### src/rtl/control_fsm_pkg.sv
// control_fsm shared types: state encoding, opcodes, ALU selects.
// Imported by the controller and its IR field decoder.
package control_pkg;

    // Values are also the debug/display codes driven on state_out.
    typedef enum logic [3:0] {
        S_INIT    = 4'd0,
        S_FETCH_A = 4'd1,
        S_FETCH_B = 4'd2,
        S_DECODE  = 4'd3,
        S_NOOP    = 4'd4,
        S_LOAD_A  = 4'd5,
        S_LOAD_B  = 4'd6,
        S_STORE   = 4'd7,
        S_ADD     = 4'd8,
        S_SUB     = 4'd9,
        S_HALT    = 4'd10
    } state_t;

    localparam logic [3:0] OP_NOOP  = 4'd0;
    localparam logic [3:0] OP_STORE = 4'd1;
    localparam logic [3:0] OP_LOAD  = 4'd2;
    localparam logic [3:0] OP_ADD   = 4'd3;
    localparam logic [3:0] OP_SUB   = 4'd4;
    localparam logic [3:0] OP_HALT  = 4'd5;

    localparam logic [2:0] ALU_PASS = 3'b000;
    localparam logic [2:0] ALU_ADD  = 3'b001;
    localparam logic [2:0] ALU_SUB  = 3'b010;

endpackage

### src/rtl/control_fsm_if.sv
// Controller <-> fetch unit / datapath bundle.
// master: controller (drives controls, reads IR); slave: datapath side.
interface control_fsm_if;
    logic [15:0] IR;
    logic        PC_clr;
    logic        PC_up;
    logic        IR_ld;
    logic [7:0]  D_addr;
    logic        D_wr;
    logic        RF_s;
    logic [3:0]  RF_W_addr;
    logic        RF_W_en;
    logic [3:0]  RF_Ra_addr;
    logic [3:0]  RF_Rb_addr;
    logic [2:0]  ALU_s0;
    logic [3:0]  state_out;

    modport master (
        input  IR,
        output PC_clr, PC_up, IR_ld, D_addr, D_wr, RF_s,
        output RF_W_addr, RF_W_en, RF_Ra_addr, RF_Rb_addr,
        output ALU_s0, state_out
    );

    modport slave (
        output IR,
        input  PC_clr, PC_up, IR_ld, D_addr, D_wr, RF_s,
        input  RF_W_addr, RF_W_en, RF_Ra_addr, RF_Rb_addr,
        input  ALU_s0, state_out
    );
endinterface

### src/rtl/control_fsm_ir_fields.sv
// Combinational instruction field extraction.
// In: ir[15:0]. Out: op, ra, rb, w, ld_addr (LOAD), st_addr (STORE).
module ir_fields (
    input  logic [15:0] ir,
    output logic [3:0]  op,
    output logic [3:0]  ra,
    output logic [3:0]  rb,
    output logic [3:0]  w,
    output logic [7:0]  ld_addr,
    output logic [7:0]  st_addr
);
    assign op      = ir[15:12];
    assign ra      = ir[11:8];
    assign rb      = ir[7:4];
    assign w       = ir[3:0];
    assign ld_addr = ir[11:4];
    assign st_addr = ir[7:0];
endmodule

### src/rtl/control_fsm.sv
// Processor controller: fetch/decode/execute sequencer, Moore outputs.
// Ports: clk, reset_n (async, active low), bus (control_fsm_if.master).
module control_fsm
    import control_pkg::*;
(
    input  logic          clk,
    input  logic          reset_n,
    control_fsm_if.master bus
);
    state_t state;
    state_t state_nx;

    logic [3:0] op;
    logic [3:0] ra;
    logic [3:0] rb;
    logic [3:0] w;
    logic [7:0] ld_addr;
    logic [7:0] st_addr;

    ir_fields u_fields (
        .ir      (bus.IR),
        .op      (op),
        .ra      (ra),
        .rb      (rb),
        .w       (w),
        .ld_addr (ld_addr),
        .st_addr (st_addr)
    );

    always_ff @(posedge clk or negedge reset_n) begin
        if (!reset_n) state <= S_INIT;
        else          state <= state_nx;
    end

    always_comb begin
        state_nx = S_INIT;
        unique case (state)
            S_INIT:    state_nx = S_FETCH_A;
            S_FETCH_A: state_nx = S_FETCH_B;
            S_FETCH_B: state_nx = S_DECODE;
            S_DECODE: begin
                // Unassigned opcodes fall through to NoOp.
                unique case (op)
                    OP_STORE: state_nx = S_STORE;
                    OP_LOAD:  state_nx = S_LOAD_A;
                    OP_ADD:   state_nx = S_ADD;
                    OP_SUB:   state_nx = S_SUB;
                    OP_HALT:  state_nx = S_HALT;
                    default:  state_nx = S_NOOP;
                endcase
            end
            S_LOAD_A:  state_nx = S_LOAD_B;
            S_NOOP,
            S_LOAD_B,
            S_STORE,
            S_ADD,
            S_SUB:     state_nx = S_FETCH_A;
            S_HALT:    state_nx = S_HALT;
            default:   state_nx = S_INIT;
        endcase
    end

    always_comb begin
        bus.PC_clr     = 1'b0;
        bus.PC_up      = 1'b0;
        bus.IR_ld      = 1'b0;
        bus.D_addr     = 8'h00;
        bus.D_wr       = 1'b0;
        bus.RF_s       = 1'b0;
        bus.RF_W_addr  = 4'h0;
        bus.RF_W_en    = 1'b0;
        bus.RF_Ra_addr = 4'h0;
        bus.RF_Rb_addr = 4'h0;
        bus.ALU_s0     = ALU_PASS;
        bus.state_out  = state;
        unique case (state)
            S_INIT: bus.PC_clr = 1'b1;
            S_FETCH_B: begin
                bus.IR_ld = 1'b1;
                bus.PC_up = 1'b1;
            end
            S_LOAD_A, S_LOAD_B: begin
                bus.D_addr    = ld_addr;
                bus.RF_s      = 1'b1;
                bus.RF_W_addr = w;
                // Write only once read data has had a cycle to settle.
                bus.RF_W_en   = (state == S_LOAD_B);
            end
            S_STORE: begin
                bus.D_addr     = st_addr;
                bus.RF_Ra_addr = ra;
                bus.D_wr       = 1'b1;
            end
            S_ADD, S_SUB: begin
                bus.RF_Ra_addr = ra;
                bus.RF_Rb_addr = rb;
                bus.RF_W_addr  = w;
                bus.RF_W_en    = 1'b1;
                bus.ALU_s0     = (state == S_ADD) ? ALU_ADD : ALU_SUB;
            end
            default: ;
        endcase
    end
endmodule

### src/flat_wrapper.sv
// flat-port wrapper written by rule: the top's interface ports become plain ports
module control_fsm_flat import control_pkg::*;
  (clk, reset_n, bus_IR, bus_PC_clr, bus_PC_up, bus_IR_ld, bus_D_addr, bus_D_wr, bus_RF_s, bus_RF_W_addr, bus_RF_W_en, bus_RF_Ra_addr, bus_RF_Rb_addr, bus_ALU_s0, bus_state_out);
  control_fsm_if bus_i ();
  input  logic clk;
  input  logic reset_n;
  input wire logic [$bits(bus_i.IR)-1:0] bus_IR;
  output wire logic [$bits(bus_i.PC_clr)-1:0] bus_PC_clr;
  output wire logic [$bits(bus_i.PC_up)-1:0] bus_PC_up;
  output wire logic [$bits(bus_i.IR_ld)-1:0] bus_IR_ld;
  output wire logic [$bits(bus_i.D_addr)-1:0] bus_D_addr;
  output wire logic [$bits(bus_i.D_wr)-1:0] bus_D_wr;
  output wire logic [$bits(bus_i.RF_s)-1:0] bus_RF_s;
  output wire logic [$bits(bus_i.RF_W_addr)-1:0] bus_RF_W_addr;
  output wire logic [$bits(bus_i.RF_W_en)-1:0] bus_RF_W_en;
  output wire logic [$bits(bus_i.RF_Ra_addr)-1:0] bus_RF_Ra_addr;
  output wire logic [$bits(bus_i.RF_Rb_addr)-1:0] bus_RF_Rb_addr;
  output wire logic [$bits(bus_i.ALU_s0)-1:0] bus_ALU_s0;
  output wire logic [$bits(bus_i.state_out)-1:0] bus_state_out;
  assign bus_i.IR = bus_IR;
  assign bus_PC_clr = bus_i.PC_clr;
  assign bus_PC_up = bus_i.PC_up;
  assign bus_IR_ld = bus_i.IR_ld;
  assign bus_D_addr = bus_i.D_addr;
  assign bus_D_wr = bus_i.D_wr;
  assign bus_RF_s = bus_i.RF_s;
  assign bus_RF_W_addr = bus_i.RF_W_addr;
  assign bus_RF_W_en = bus_i.RF_W_en;
  assign bus_RF_Ra_addr = bus_i.RF_Ra_addr;
  assign bus_RF_Rb_addr = bus_i.RF_Rb_addr;
  assign bus_ALU_s0 = bus_i.ALU_s0;
  assign bus_state_out = bus_i.state_out;
  control_fsm u_core (.clk(clk), .reset_n(reset_n), .bus(bus_i));
endmodule
### config.mk
export PLATFORM = sky130hd
export DESIGN_NAME = control_fsm_flat
export DESIGN_NICKNAME = d
export VERILOG_FILES = /design/src/rtl/control_fsm_pkg.sv /design/src/rtl/control_fsm_if.sv /design/src/rtl/control_fsm_ir_fields.sv /design/src/rtl/control_fsm.sv /design/src/flat_wrapper.sv
export SDC_FILE = /design/constraint.sdc
export NUM_CORES = 1
export LEC_CHECK = 0
export CAP_MARGIN = 20
export CELL_PAD_IN_SITES_DETAIL_PLACEMENT = 1
export CELL_PAD_IN_SITES_GLOBAL_PLACEMENT = 1
export CORE_UTILIZATION = 21
export DETAILED_ROUTE_END_ITERATION = 16
export PLACE_DENSITY = 0.91
export SYNTH_ARGS = -nofsm -noshare
export SYNTH_HDL_FRONTEND = slang
export SYNTH_SLANG_ARGS = --single-unit
### constraint.sdc
create_clock -name clk -period 2.5 [get_ports clk]
set_clock_uncertainty 0.1 [all_clocks]
set_input_delay 0.375 -clock clk [delete_from_list [all_inputs] [get_ports clk]]
set_output_delay 0.375 -clock clk [all_outputs]
set_load 0.02 [all_outputs]
# Yosys cells after proc, flatten, opt, wreduce, memory -nomap -nowiden
# Index checks and enable logic that the tools add are counted.
# word_totals
regBits,4
latch_bits,0
ram_bits,0
romBits,0
input_bits,18
output_inout_bits,33
wordCells,35
n_memories,0
# op_classes
n_addsub,0
multipliers,0
div,0
order_cmp,0
n_eq_ne,15
shift,0
mux,13
n_bitwise,0
n_reduce_logical,6
# ops
op,count
equality test 4 x 3 -> 1 bit (second input constant),6
one-hot mux 4 bit (6 select lines),1
one-hot mux 4 bit (5 select lines),1
equality test 4 x 2 -> 1 bit (second input constant),4
one-hot mux 8 bit (2 select lines),1
equality test 4 bit (second input constant),3
two-way mux 4 bit,3
equality test 4 x 1 -> 1 bit (second input constant),2
OR reduction 6 bit,1
logical NOT 4 bit,1
two-way mux 1 bit,4
OR reduction 2 bit,2
OR reduction 4 bit,1
two-way mux 3 bit,1
OR reduction 3 bit,1
two-way mux 2 bit,1
one-hot mux 1 bit (2 select lines),1

# Longest topological paths before layout
# logic_depth
depth_word,3
mapped_depth,5
mapped_depth_nobuf,3

# Modules after synthesis
# From an unflattened synthesis, not the netlist that was laid out.
# hier_totals
hier_cells,101
hier_area_um2,783.3
# by_module_without_submodules
mod,instances,cells_per_inst,area_each_um2
control_fsm,1,69,543.0
ir_fields,1,32,240.2

# Least setup slack after synthesis
# No wires, ideal clock.
# synth_path
path_type,register to output
start,"register u_core.state[1], in the netlist u_core.bus.state_out[1]"
end,output bus_PC_up
arrival_time_ps,1634
t_required_ps,2025
slack_ps,391
stages_incl_launch_ff,5
n_path_buf,2
cell_sequence,dfrtp_1 buf_2 nand2b_1 nor3_1 buf_4
# synth_between
elab_chain_len,2
# synth_lines
item,line_no,rtl
"start, declared",control_fsm.sv:10,state_t state;
"start signal, assigned",control_fsm.sv:32,else state <= state_nx;
equality test 4 x 2 -> 1 bit,--,
two-way mux 1 bit,--,
"end, declared",flat_wrapper.sv:9,output wire logic [$bits(bus_i.PC_up)-1:0] bus_PC_up;
# No other way between the ends.

# Worst setup path after layout
# layout_path
start,"register u_core.state[2], in the netlist u_core.bus.state_out[2]"
end,output bus_D_addr[1]
# layout_between
elab_chain_len,3
elab_cells_between_ends,5
cone_classes,eq/ne: 3; mux: 1; reduce/logical: 1
# layout_lines
item,line_no,rtl
equality test 4 x 3 -> 1 bit,control_fsm.sv:76,unique case (state)
OR reduction 2 bit,control_fsm.sv:76,
one-hot mux 8 bit (2 select lines) *,control_fsm.sv:76,
"end, declared",flat_wrapper.sv:11,output wire logic [$bits(bus_i.D_addr)-1:0] bus_D_addr;
# Mark *: on every way between the ends. The rest lies on a longest branch, timed or not.

==> results.json <==
{
  "drc": 0,
  "chipWidth_um": 53.8,
  "final_antenna_net_count": 0,
  "intPower_uw": 526,
  "fmaxAchievable_mhz": 414,
  "cts_hold_buf": 0,
  "pwr-share-seq_pct": 13.7,
  "nNetsFinal": 140,
  "status": "completed",
  "hold_violations": 0,
  "via_count": 748,
  "grt_pass1_vias": 679,
  "hold_path_class": "in -> async",
  "postSynthCellCount": 70,
  "swShare_pct": 45.9,
  "coreArea_mm2": 0.00250,
  "layout_commonest_cell": "clkdlybuf4s50_1",
  "arrival_ns": 1.94,
  "synth_cell_types": 31,
  "seq_area_frac_synth_pct": 17.7,
  "setup_slack_ns": 0.0819,
  "synthTopCellsByArea": "dfrtp_1 (18%), a22o_1 (12%), and2_1 (11%)",
  "yosysWarnings": 0,
  "synth_top_cell_by_area": "dfrtp_1",
  "drt_iter0_markers": 5,
  "p_sw_uw": 447,
  "std_cell_rows": 18,
  "p_leak_uw": 0.000581,
  "avgSynthCellArea_um2": 8.06,
  "numCtsBuffers": 3,
  "peakVddDrop_mv": 0.324,
  "drtPass1Iterations": 4,
  "synth_ff_type": "dfrtp_1",
  "clkPwrFrac_pct": 7.7,
  "htreeDepth": 1,
  "drive_above_1_share_pct": 11.7,
  "rsz0062_at_grt": "false",
  "synth_seq_cells": 4,
  "synthToLayoutAreaGrowth_pct": 102,
  "largest_register_ffs": 4,
  "grt-ovfl-total": 0,
  "place_ws_ns": 0.244,
  "drv_cap": 0,
  "grt_max_degree": 12,
  "viasPerCell": 4.99,
  "grt_usage_pct": 14.4,
  "synth_edf_count": 0,
  "power.density_mw_per_mm2": 853,
  "die_y_um": 53.8,
  "cp_max_fo": 9,
  "crit_path_end_kind": "output pin",
  "clockRootBuffer": "clkbuf_4",
  "setup_viol": 0,
  "yosys.area.top_type_share_pct": 17.7,
  "tritoncts": "built",
  "post-dp-hpwl_mm": 1.80,
  "p_comb_share_pct": 78.5,
  "clk_pin_slew_ns": 0.04,
  "port_buffers": 49,
  "syn_area_um2": 564,
  "pin_count": 51,
  "antenna_cells": 0,
  "start_util_pct": 22.6,
  "finalSetupTns_ns": 0,
  "grt_pass1_wl_mm": 2.99,
  "critical_path_class": "reg -> out",
  "critPathLaunchType": "flip-flop",
  "routedWlPerCell_um": 14.5,
  "cts_sinks": 4,
  "slew_viol_final": 0,
  "synth_fp_nets": 88,
  "clkLatencyLatePin_ns": 0.23,
  "synthArstFlopShare_pct": 100,
  "critPathRequiredTime_ns": 2.03,
  "final.min_clock_period_ns": 2.42,
  "routed_wl_mm": 2.18,
  "antenna_found_initial": 0,
  "cts_buffer_depth": 2,
  "fin_crit_sh_pct": 96.7,
  "final_cell_mix": "clkdlybuf4s50_1 (41), and2_1 (9), a22o_1 (8), dlymetal6s2s_1 (8), buf_4 (5)",
  "die_area_mm2": 0.00290,
  "gp_congestion": 0.765
}
==> routing by layer <==
| layer | GRT usage (%) | wire length, um |
|---|---|---|
| met2 | 30.0 | 1150 |
| met5 | 0 | 0 |
| met3 | 3.11 | 268 |
| met4 | 7.02 | 16 |
| met1 | 12.4 | 748 |
==> synthesized netlist by cell type, drive strengths merged (3+ instances only) <==
library cell,number
buf,8
dfrtp,4
and2,10
a22o,8
nand2b,4
nand3b,3
a21boi,4
nor2,3
==> cell families after synthesis <==
family / after synthesis / synth area share, %
other: 1 / 0.665
buffers and inverters: 10 / 12.0
AOI/OAI and AO/OA: 22 / 30.6
and+or+nand+nor: 31 / 35.9
xor gates and xnor gates: 2 / 3.10
DFF: 4 / 17.7
==> stage by stage <==
stage	area [um^2]	cells	hold WS [ns]	total power [uW]	util (%)
floorplan	564	70	-0.0206	567	-
global placement	1070	146	0.489	866	42.8
detailed placement	1070	146	0.487	886	42.8
CTS	1090	149	0.246	969	43.7
global route	1140	150	0.253	1040	45.6
finish	1140	150	0.245	973	45.6
==> power by group through the flow <==
stage,clock network (uW),logic (uW),registers [uW]
floorplan,0,421,145
global placement,0,740,126
detailed placement,0,759,128
CTS,78.1,763,128
global route,83.9,815,138
finish,75.4,764,133
==> worst paths after layout <==
path / from / endpoint / slack [ns] / depth (start not counted)
max in group asynchronous: reset_n / u_core.bus.state_out[1] / 1.88 / 1
min reg2reg: u_core.bus.state_out[1] / u_core.bus.state_out[0] / 0.54 / 2
min in group clk: u_core.bus.state_out[1] / u_core.bus.state_out[0] / 0.54 / 2
min: reset_n / u_core.bus.state_out[2] / 0.25 / 1
max: u_core.bus.state_out[2] / bus_D_addr[1] / 0.08 / 4
max reg2reg: u_core.bus.state_out[2] / u_core.bus.state_out[2] / 1.15 / 3
==> layout make-up <==
cell class	instances	area, um^2
Inverter	2	7.51
Sequential cell	4	101
Tap cell	30	37.5
Fill cell	290	1360
Timing Repair Buffer	55	568
Clock buffer	3	22.5
Multi-Input combinational cell	56	404
==> worst max-delay path: stages, from the launching register on <==
cell and delay, ns:
dfrtp_1 0.45, nor2b_2 0.22, and2_2 0.27, a22o_1 0.18
clkdlybuf4s50_1 0.60
==> what timing repair did <==
| action | CTS | global route |
|---|---|---|
| resized for setup | 1 | 10 |
| setup buffers | 0 | 1 |
| endpoints found under the setup margin | 1 | 5 |
| gates cloned | 0 | 0 |
| endpoints found under the hold margin | 0 | 0 |
Power figures use the tool's default switching activity.
